File: src/rtl/seq_det_param.sv
// Runtime-configurable serial sequence detector with a qualified bit stream,
// overlapping/non-overlapping modes and a saturating match counter.
module seq_det_param #(
   parameter int unsigned      PAT_W   = 8,
   parameter logic [PAT_W-1:0] DEF_PAT = PAT_W'(8'h0B),
   parameter int unsigned      DEF_LEN = 4,
   parameter int unsigned      CNT_W   = 8,
   localparam int unsigned     LEN_W   = $clog2(PAT_W + 1)
) (
   input  logic             clk,
   input  logic             rst,
   input  logic             x,
   input  logic             x_vld,
   input  logic             mode_ovl,
   input  logic             cfg_load,
   input  logic [PAT_W-1:0] cfg_pat,
   input  logic [LEN_W-1:0] cfg_len,
   input  logic             cnt_clr,
   output logic             detect,
   output logic             cfg_err,
   output logic [CNT_W-1:0] match_cnt
);

   logic [PAT_W-1:0] hist_q, hist_d;
   logic [PAT_W-1:0] pat_q, pat_d;
   logic [PAT_W-1:0] hist_sh;
   logic [PAT_W-1:0] mask;
   logic [LEN_W-1:0] fill_q, fill_d;
   logic [LEN_W-1:0] len_q, len_d;
   logic [LEN_W-1:0] fill_inc;
   logic [CNT_W-1:0] cnt_q, cnt_d;
   logic             detect_q, detect_d;
   logic             cfg_err_q, cfg_err_d;
   logic             hit;
   logic             len_ok;

   // Only the low len bits of history and pattern take part in the compare.
   always_comb begin
      mask = '0;
      for (int i = 0; i < PAT_W; i++) begin
         mask[i] = (LEN_W'(i) < len_q);
      end
   end

   always_comb begin
      hist_sh  = {hist_q[PAT_W-2:0], x};
      fill_inc = (fill_q == LEN_W'(PAT_W)) ? fill_q : fill_q + LEN_W'(1);
      hit      = (fill_inc >= len_q) && ((hist_sh & mask) == (pat_q & mask));
      len_ok   = (cfg_len != '0) && (cfg_len <= LEN_W'(PAT_W));
   end

   always_comb begin
      hist_d    = hist_q;
      fill_d    = fill_q;
      pat_d     = pat_q;
      len_d     = len_q;
      detect_d  = 1'b0;
      cfg_err_d = 1'b0;
      cnt_d     = cnt_q;

      // A load strobe takes priority and discards any bit offered alongside it.
      if (cfg_load) begin
         if (len_ok) begin
            pat_d  = cfg_pat;
            len_d  = cfg_len;
            hist_d = '0;
            fill_d = '0;
         end else begin
            cfg_err_d = 1'b1;
         end
      end else if (x_vld) begin
         hist_d   = hist_sh;
         fill_d   = (hit && !mode_ovl) ? '0 : fill_inc;
         detect_d = hit;
      end

      if (cnt_clr) begin
         cnt_d = '0;
      end else if (detect_d && (cnt_q != '1)) begin
         cnt_d = cnt_q + CNT_W'(1);
      end
   end

   always_ff @(posedge clk or negedge rst) begin
      if (!rst) begin
         hist_q    <= '0;
         fill_q    <= '0;
         pat_q     <= DEF_PAT;
         len_q     <= LEN_W'(DEF_LEN);
         detect_q  <= 1'b0;
         cfg_err_q <= 1'b0;
         cnt_q     <= '0;
      end else begin
         hist_q    <= hist_d;
         fill_q    <= fill_d;
         pat_q     <= pat_d;
         len_q     <= len_d;
         detect_q  <= detect_d;
         cfg_err_q <= cfg_err_d;
         cnt_q     <= cnt_d;
      end
   end

   assign detect    = detect_q;
   assign cfg_err   = cfg_err_q;
   assign match_cnt = cnt_q;

endmodule

File: config.mk
export PLATFORM = sky130hd
export DESIGN_NAME = seq_det_param
export DESIGN_NICKNAME = d
export VERILOG_FILES = /design/src/rtl/seq_det_param.sv
export SDC_FILE = /design/constraint.sdc
export NUM_CORES = 1
export LEC_CHECK = 0
export CAP_MARGIN = 30
export CORE_UTILIZATION = 25
export DETAILED_ROUTE_END_ITERATION = 7
export PLACE_DENSITY_LB_ADDON = 0.1
export SYNTH_ARGS = -nofsm -noshare
export SYNTH_HDL_FRONTEND = slang
export SYNTH_SLANG_ARGS = --single-unit
File: constraint.sdc
create_clock -name clk -period 4.85 [get_ports clk]
set_clock_uncertainty 0.15 [all_clocks]
set_input_delay 0.485 -clock clk [delete_from_list [all_inputs] [get_ports clk]]
set_output_delay 0.485 -clock clk [all_outputs]
set_load 0.02 [all_outputs]
# Word level (Yosys, flattened, before mapping)
# Index checks and enable logic that the tools add are counted.
[totals] ff_bits=33 latchBits=0 mem_bits_rw=0 mem_bits_ro=0 in_bits=19 output_inout_bits=10 word_cells=49 n_memories=0
[classes] n_addsub=2 multipliers=0 n_div=0 magnitude_cmp=10 eq_ne=4 n_shift=0 n_mux=14 bitwise=2 n_reduce_logical=10
[ops] op="$mux 7" n=3
[ops] op="$mux 4" n=5
[ops] op="$and 8x8->8" n=2
[ops] op="$lt 3x4->1 const A" n=4
[ops] op="$mux 8" n=2
[ops] op="$add 8x1->8 const B" n=1
[ops] op="$eq 8x8->1" n=1
[ops] op="$lt 1x4->1 const A" n=2
[ops] op="$lt 2x4->1 const A" n=2
[ops] op="$ne 8x8->1 const B" n=1
[ops] op="$add 4x1->4 const B" n=1
[ops] op="$eq 4x4->1 const B" n=1
[ops] op="$ge 4x4->1" n=1
[ops] op="$le 4x4->1 const B" n=1
[ops] op="$logic_and 1x1->1" n=4
[ops] op="$mux 1" n=4
[ops] op="$reduce_and 2->1" n=2
[ops] op="$reduce_bool 2->1" n=2
[ops] op="$reduce_bool 4->1" n=1
[ops] op="$ne 2x1->1 const B" n=1
[ops] op="$logic_not 1->1" n=1

# Longest topological paths before layout
[logic_depth] word_depth=9 ltp_mapped=13 depth_no_buf=12

# Worst setup path after synthesis
# Ideal clock, no wire load.
[synth_timing] path_type="register to register" from="reg fill_q[0]" to="reg cnt_q[1] (netlist: match_cnt[1])" setup_time_ns=0.128 t_arrival_ns=2.339 required_ns=4.572 slack_ns=2.232 path_stages_with_launch=14 n_path_buf=1 synth_period_minus_slack_ns=2.618 path_cell_list="dfrtp_1 > inv_1 > ha_1 > nand2_1 > nor2_1 > xnor2_1 > ha_1 > nand2b_1 > a2111oi_0 > nor3_2 > nand4_2 > buf_6 > mux2i_1 > nor2_1"
[synth_via] elab_chain_cells=8 word_cells_on_any_way=9 classes_between="1 x add/sub; 1 x order compare; 1 x eq/ne; 3 x mux; 3 x reduce/logical"
[synth_lines] item="from (decl)" line_no="28" source="logic [LEN_W-1:0] fill_q, fill_d;"
[synth_lines] item="from (signal assigned)" line_no="95" source="fill_q <= fill_d;"
[synth_lines] item="$add 4x1->4 / $eq 4x4->1 (equally long branches)" line_no="47" source="fill_inc = (fill_q == LEN_W'(PAT_W)) ? fill_q : fill_q + LEN_W'(1);"
[synth_lines] item="$mux 4 (*)" line_no="47"
[synth_lines] item="$ge 4x4->1 (*)" line_no="48" source="hit = (fill_inc >= len_q) && ((hist_sh & mask) == (pat_q & mask));"
[synth_lines] item="$logic_and 1x1->1 (*)" line_no="48"
[synth_lines] item="$mux 1 (*)" line_no="71" source="end else if (x_vld) begin"
[synth_lines] item="$mux 1 (*)" line_no="62" source="if (cfg_load) begin"
[synth_lines] item="$logic_and 1x1->1 (*)" line_no="79" source="end else if (detect_d && (cnt_q != '1)) begin"
[synth_lines] item="$reduce_bool 2->1 (no source line) (*)"
[synth_lines] item="to (signal assigned)" line_no="100" source="cnt_q <= cnt_d;"
[synth_lines] item="to (decl)" line_no="31" source="logic [CNT_W-1:0] cnt_q, cnt_d;"
# Mark *: on every way between the ends. The rest lies on a longest branch, timed or not.
# A chain may end at the register's enable or synchronous reset.

# Final worst setup path
# Ends and elaborated chain as after synthesis.

==> out/metrics.cfg <==
[status]
outcome=completed

[layout]
final_util_pct=33.8
drive_gt1_share_pct=14.5
area_delta_synth_final_pct=27.4
nets=225
diodes=0

[floorplanning]
die_y_um=85.0
die_w_um=85.0
start_util_pct=26.5
ioPinCount=29
rows=29
coreArea_mm2=0.00649
die_area_mm2=0.00723

[yosys]
synthSimpleGateAreaFrac_pct=17.6
syn-cell-area_mm2=0.00172
yosysSeqAreaShare_pct=48.2
synthMuxAreaShare_pct=8.35
synthAdderAreaFrac_pct=5.08
synth_compound_area_share_pct=11.8
syn_avg_cell_area_um2=10.3
ys_ff_latch=33
synth_xor_area_share_pct=6.10
synthDistinctLibCells=38
synth_top_family_by_area=simple AND/OR/NAND/NOR gates
yosys_warnings=0
syn_nets=194
syn_inst=168

[timing]
finalMaxSlewViolations=0
post-route-min-period_ns=2.90
final-hold-violation-count=0
setup_viol=0
post-route-period-util_pct=59.7
rsz0062_at_grt=false
slew-limit-headroom_pct=44.8
fin_tns_setup_ns=0
clock.fmax_mhz=345
worstMarginPinSlew_ns=0.826

[detailed_routing]
vias_per_cell=4.75
drtIter0Drc=68
postRouteAntennaNets=0
drt_first_pass_iters=4
wl_mm=3.88
wl_per_cell_um=14.0
dr_total_vias=1317
drc=0

[global_routing]
antenna_found_initial=0
grt_max_degree=34
grt_usage_pct=11.9
grt_pass1_wl_mm=6.62
grt_overflow=0
grt_pass1_vias=1385

[critical_path]
path_buf_inv=1
critical_path_class=reg -> reg
slowest_stage=a2111oi_0
cp-end-kind=flop
crit_required_ns=4.86
path_delay_family=simple AND/OR/NAND/NOR gates
startpoint_type=flop
crit_path_max_fanout=14
path_cells=inv_1 > ha_1 > nand2_1 > nor2_1 > xnor2_1 > ha_1 > nand2b_1 > a2111oi_0 > nor3_2 > nand4_2 > mux2i_1 > nor2_1
cp.arrival_ns=2.91
critical_path.max_stage_delay_ns=0.52

[power_and_ir_drop]
power.switching_uw=208
swShare_pct=27.1
pwr-share-clk_pct=34.6
p_leak_uw=0.000918
vdd_drop_max_mv=0.0961
powerDensity_mw_per_mm2=349
p_int_uw=558
power.share.sequential_pct=44.1
comb_power_share_pct=21.3

[flow_run]
maxCapViolCount=0

[cts]
cts_tree=yes
clock-sinks=33
cts_setup_buffers=0
post_cts_resized=0
clock_latency_ns=0.28
cts_buffer_depth=2
cts_inserted_buffers=5
clk_pin_slew_worst_paths_ns=0.07
root_buffer=clkbuf_8
h-tree-depth=2
cts_hold_buf=0

[hold_path]
min_path_type=reg -> reg

[place]
dp_hpwl_mm=2.85
io_buffers=28
gp_congestion=0.731

[cells in the mapped netlist]
| master | n | area (um2) |
|---|---|---|
| clkbuf_1 | 2 | 7.51 |
| or3_2 | 1 | 7.51 |
| nand4_2 | 1 | 12.5 |
| dfstp_2 | 4 | 105 |
| o31ai_1 | 1 | 7.51 |
| xor2_1 | 1 | 8.76 |
| nor3_2 | 1 | 10.0 |
| dfrtp_1 | 29 | 726 |
| xnor2_1 | 11 | 96.3 |
| inv_1 | 6 | 22.5 |
| nand3_1 | 14 | 70.1 |
| nand2_1 | 21 | 78.8 |
| a32o_1 | 3 | 30.0 |
| o21a_1 | 2 | 15.0 |
| buf_6 | 1 | 11.3 |
| nand2b_1 | 3 | 18.8 |
| or4_1 | 1 | 7.51 |
| o21ai_2 | 1 | 8.76 |
| o21ai_0 | 7 | 35.0 |
| a211oi_1 | 1 | 7.51 |
| or2_2 | 1 | 6.26 |
| o221ai_1 | 1 | 8.76 |
| o22ai_1 | 1 | 6.26 |
| nor4_2 | 1 | 12.5 |
| a22o_1 | 1 | 8.76 |
| and3_1 | 1 | 6.26 |
| mux2i_1 | 2 | 20.0 |
| a21oi_1 | 12 | 60.1 |
| buf_1 | 1 | 3.75 |
| or3_1 | 4 | 25.0 |
| a31oi_1 | 1 | 6.26 |
| buf_2 | 1 | 5.00 |
| nor2_1 | 7 | 26.3 |
| ha_1 | 7 | 87.6 |
| nor2b_1 | 2 | 12.5 |
| a2111oi_0 | 1 | 8.76 |
| nor3_1 | 2 | 10.0 |
| mux2_2 | 11 | 124 |
[power groups by stage]
stage	Clock, uW	Combinational (uW)	Sequential [uW]
2_1_floorplan	0	115	336
3_3_place_gp	0	163	342
3_5_place_dp	0	165	343
4_1_cts	274	165	338
5_1_grt	290	185	344
6_report	265	163	338
[cells in the final DEF (no fill, tap or decap), types with 2 or more instances in the layout]
cell | Yosys | routed
a21oi_1 | 12 | 12
a32o_1 | 3 | 3
clkbuf_8 | 0 | 6
clkdlybuf4s50_1 | 0 | 28
dfrtp_1 | 29 | 29
dfstp_2 | 4 | 4
ha_1 | 7 | 7
inv_1 | 6 | 6
mux2_2 | 11 | 11
mux2i_1 | 2 | 2
nand2_1 | 21 | 21
nand2b_1 | 3 | 3
nand3_1 | 14 | 14
nor2_1 | 7 | 7
nor2b_1 | 2 | 2
nor3_1 | 2 | 2
o21a_1 | 2 | 2
o21ai_0 | 7 | 7
or3_1 | 4 | 4
xnor2_1 | 11 | 11
[tightest hold or removal path, stage by stage (launching register included)]
cell and delay [ns]:
dfrtp_1 0.37, nand2_1 0.06, nand2_1 0.05
[worst paths after layout]
path                       startpoint      endpoint  slack, ns  cells after the start
max                         fill_q[0]  match_cnt[1]       1.95                     12
min                         hist_q[4]     hist_q[5]       0.36                      2
max reg2reg                 fill_q[0]  match_cnt[1]       1.95                     12
min reg2reg                 hist_q[4]     hist_q[5]       0.36                      2
max in group asynchronous         rst      len_q[2]       3.75                      2
min in group asynchronous         rst      pat_q[5]       0.46                      2
[cell type report]
type,instances,area [um2]
fill,638,4300
inverter,6,22.5
tap,77,96.3
timing repair buffer,29,288
clock inverter,1,30.0
sequential,33,831
multi-input combinational,124,843
clock buffer,7,86.3
[sequential cells by signal (all words and copies together), names as in the netlist]
register / cells
cfg_err: 1
detect: 1
fill_q: 4
hist_q: 7
len_q: 4
match_cnt: 8
pat_q: 8
[per-layer routing]
| layer | vias up | GRT usage [%] | share of wire, % |
|---|---|---|---|
| li1 | 658 | - | - |
| met3 | 6 | 3.50 | 4.3 |
| met1 | 628 | 15.3 | 49 |
| met4 | 0 | 4.62 | 1.2 |
| met5 | - | 0 | 0 |
| met2 | 25 | 19.0 | 46 |
[metrics by stage]
| stage | area, um2 | worst slack [ns] | std cells | total power, uW | hold slack, ns |
|---|---|---|---|---|---|
| floorplan | 1720 | 2.23 | 168 | 451 | 0.0394 |
| global placement | 2080 | 1.80 | 269 | 505 | 0.349 |
| detailed placement | 2080 | 1.70 | 269 | 508 | 0.351 |
| CTS | 2200 | 1.95 | 277 | 777 | 0.369 |
| global route | 2200 | 1.68 | 277 | 819 | 0.405 |
| finish | 2200 | 1.95 | 277 | 766 | 0.362 |
[kinds of logic after synthesis]
logic type / count (synthesis)
flip-flops: 33
multiplexers: 13
adder cells (fa/ha/maj): 7
XOR/XNOR: 12
AO/OA/AOI/OAI: 32
buffers and inverters: 11
AND/OR/NAND/NOR: 60
Power figures use the tool's default switching activity.
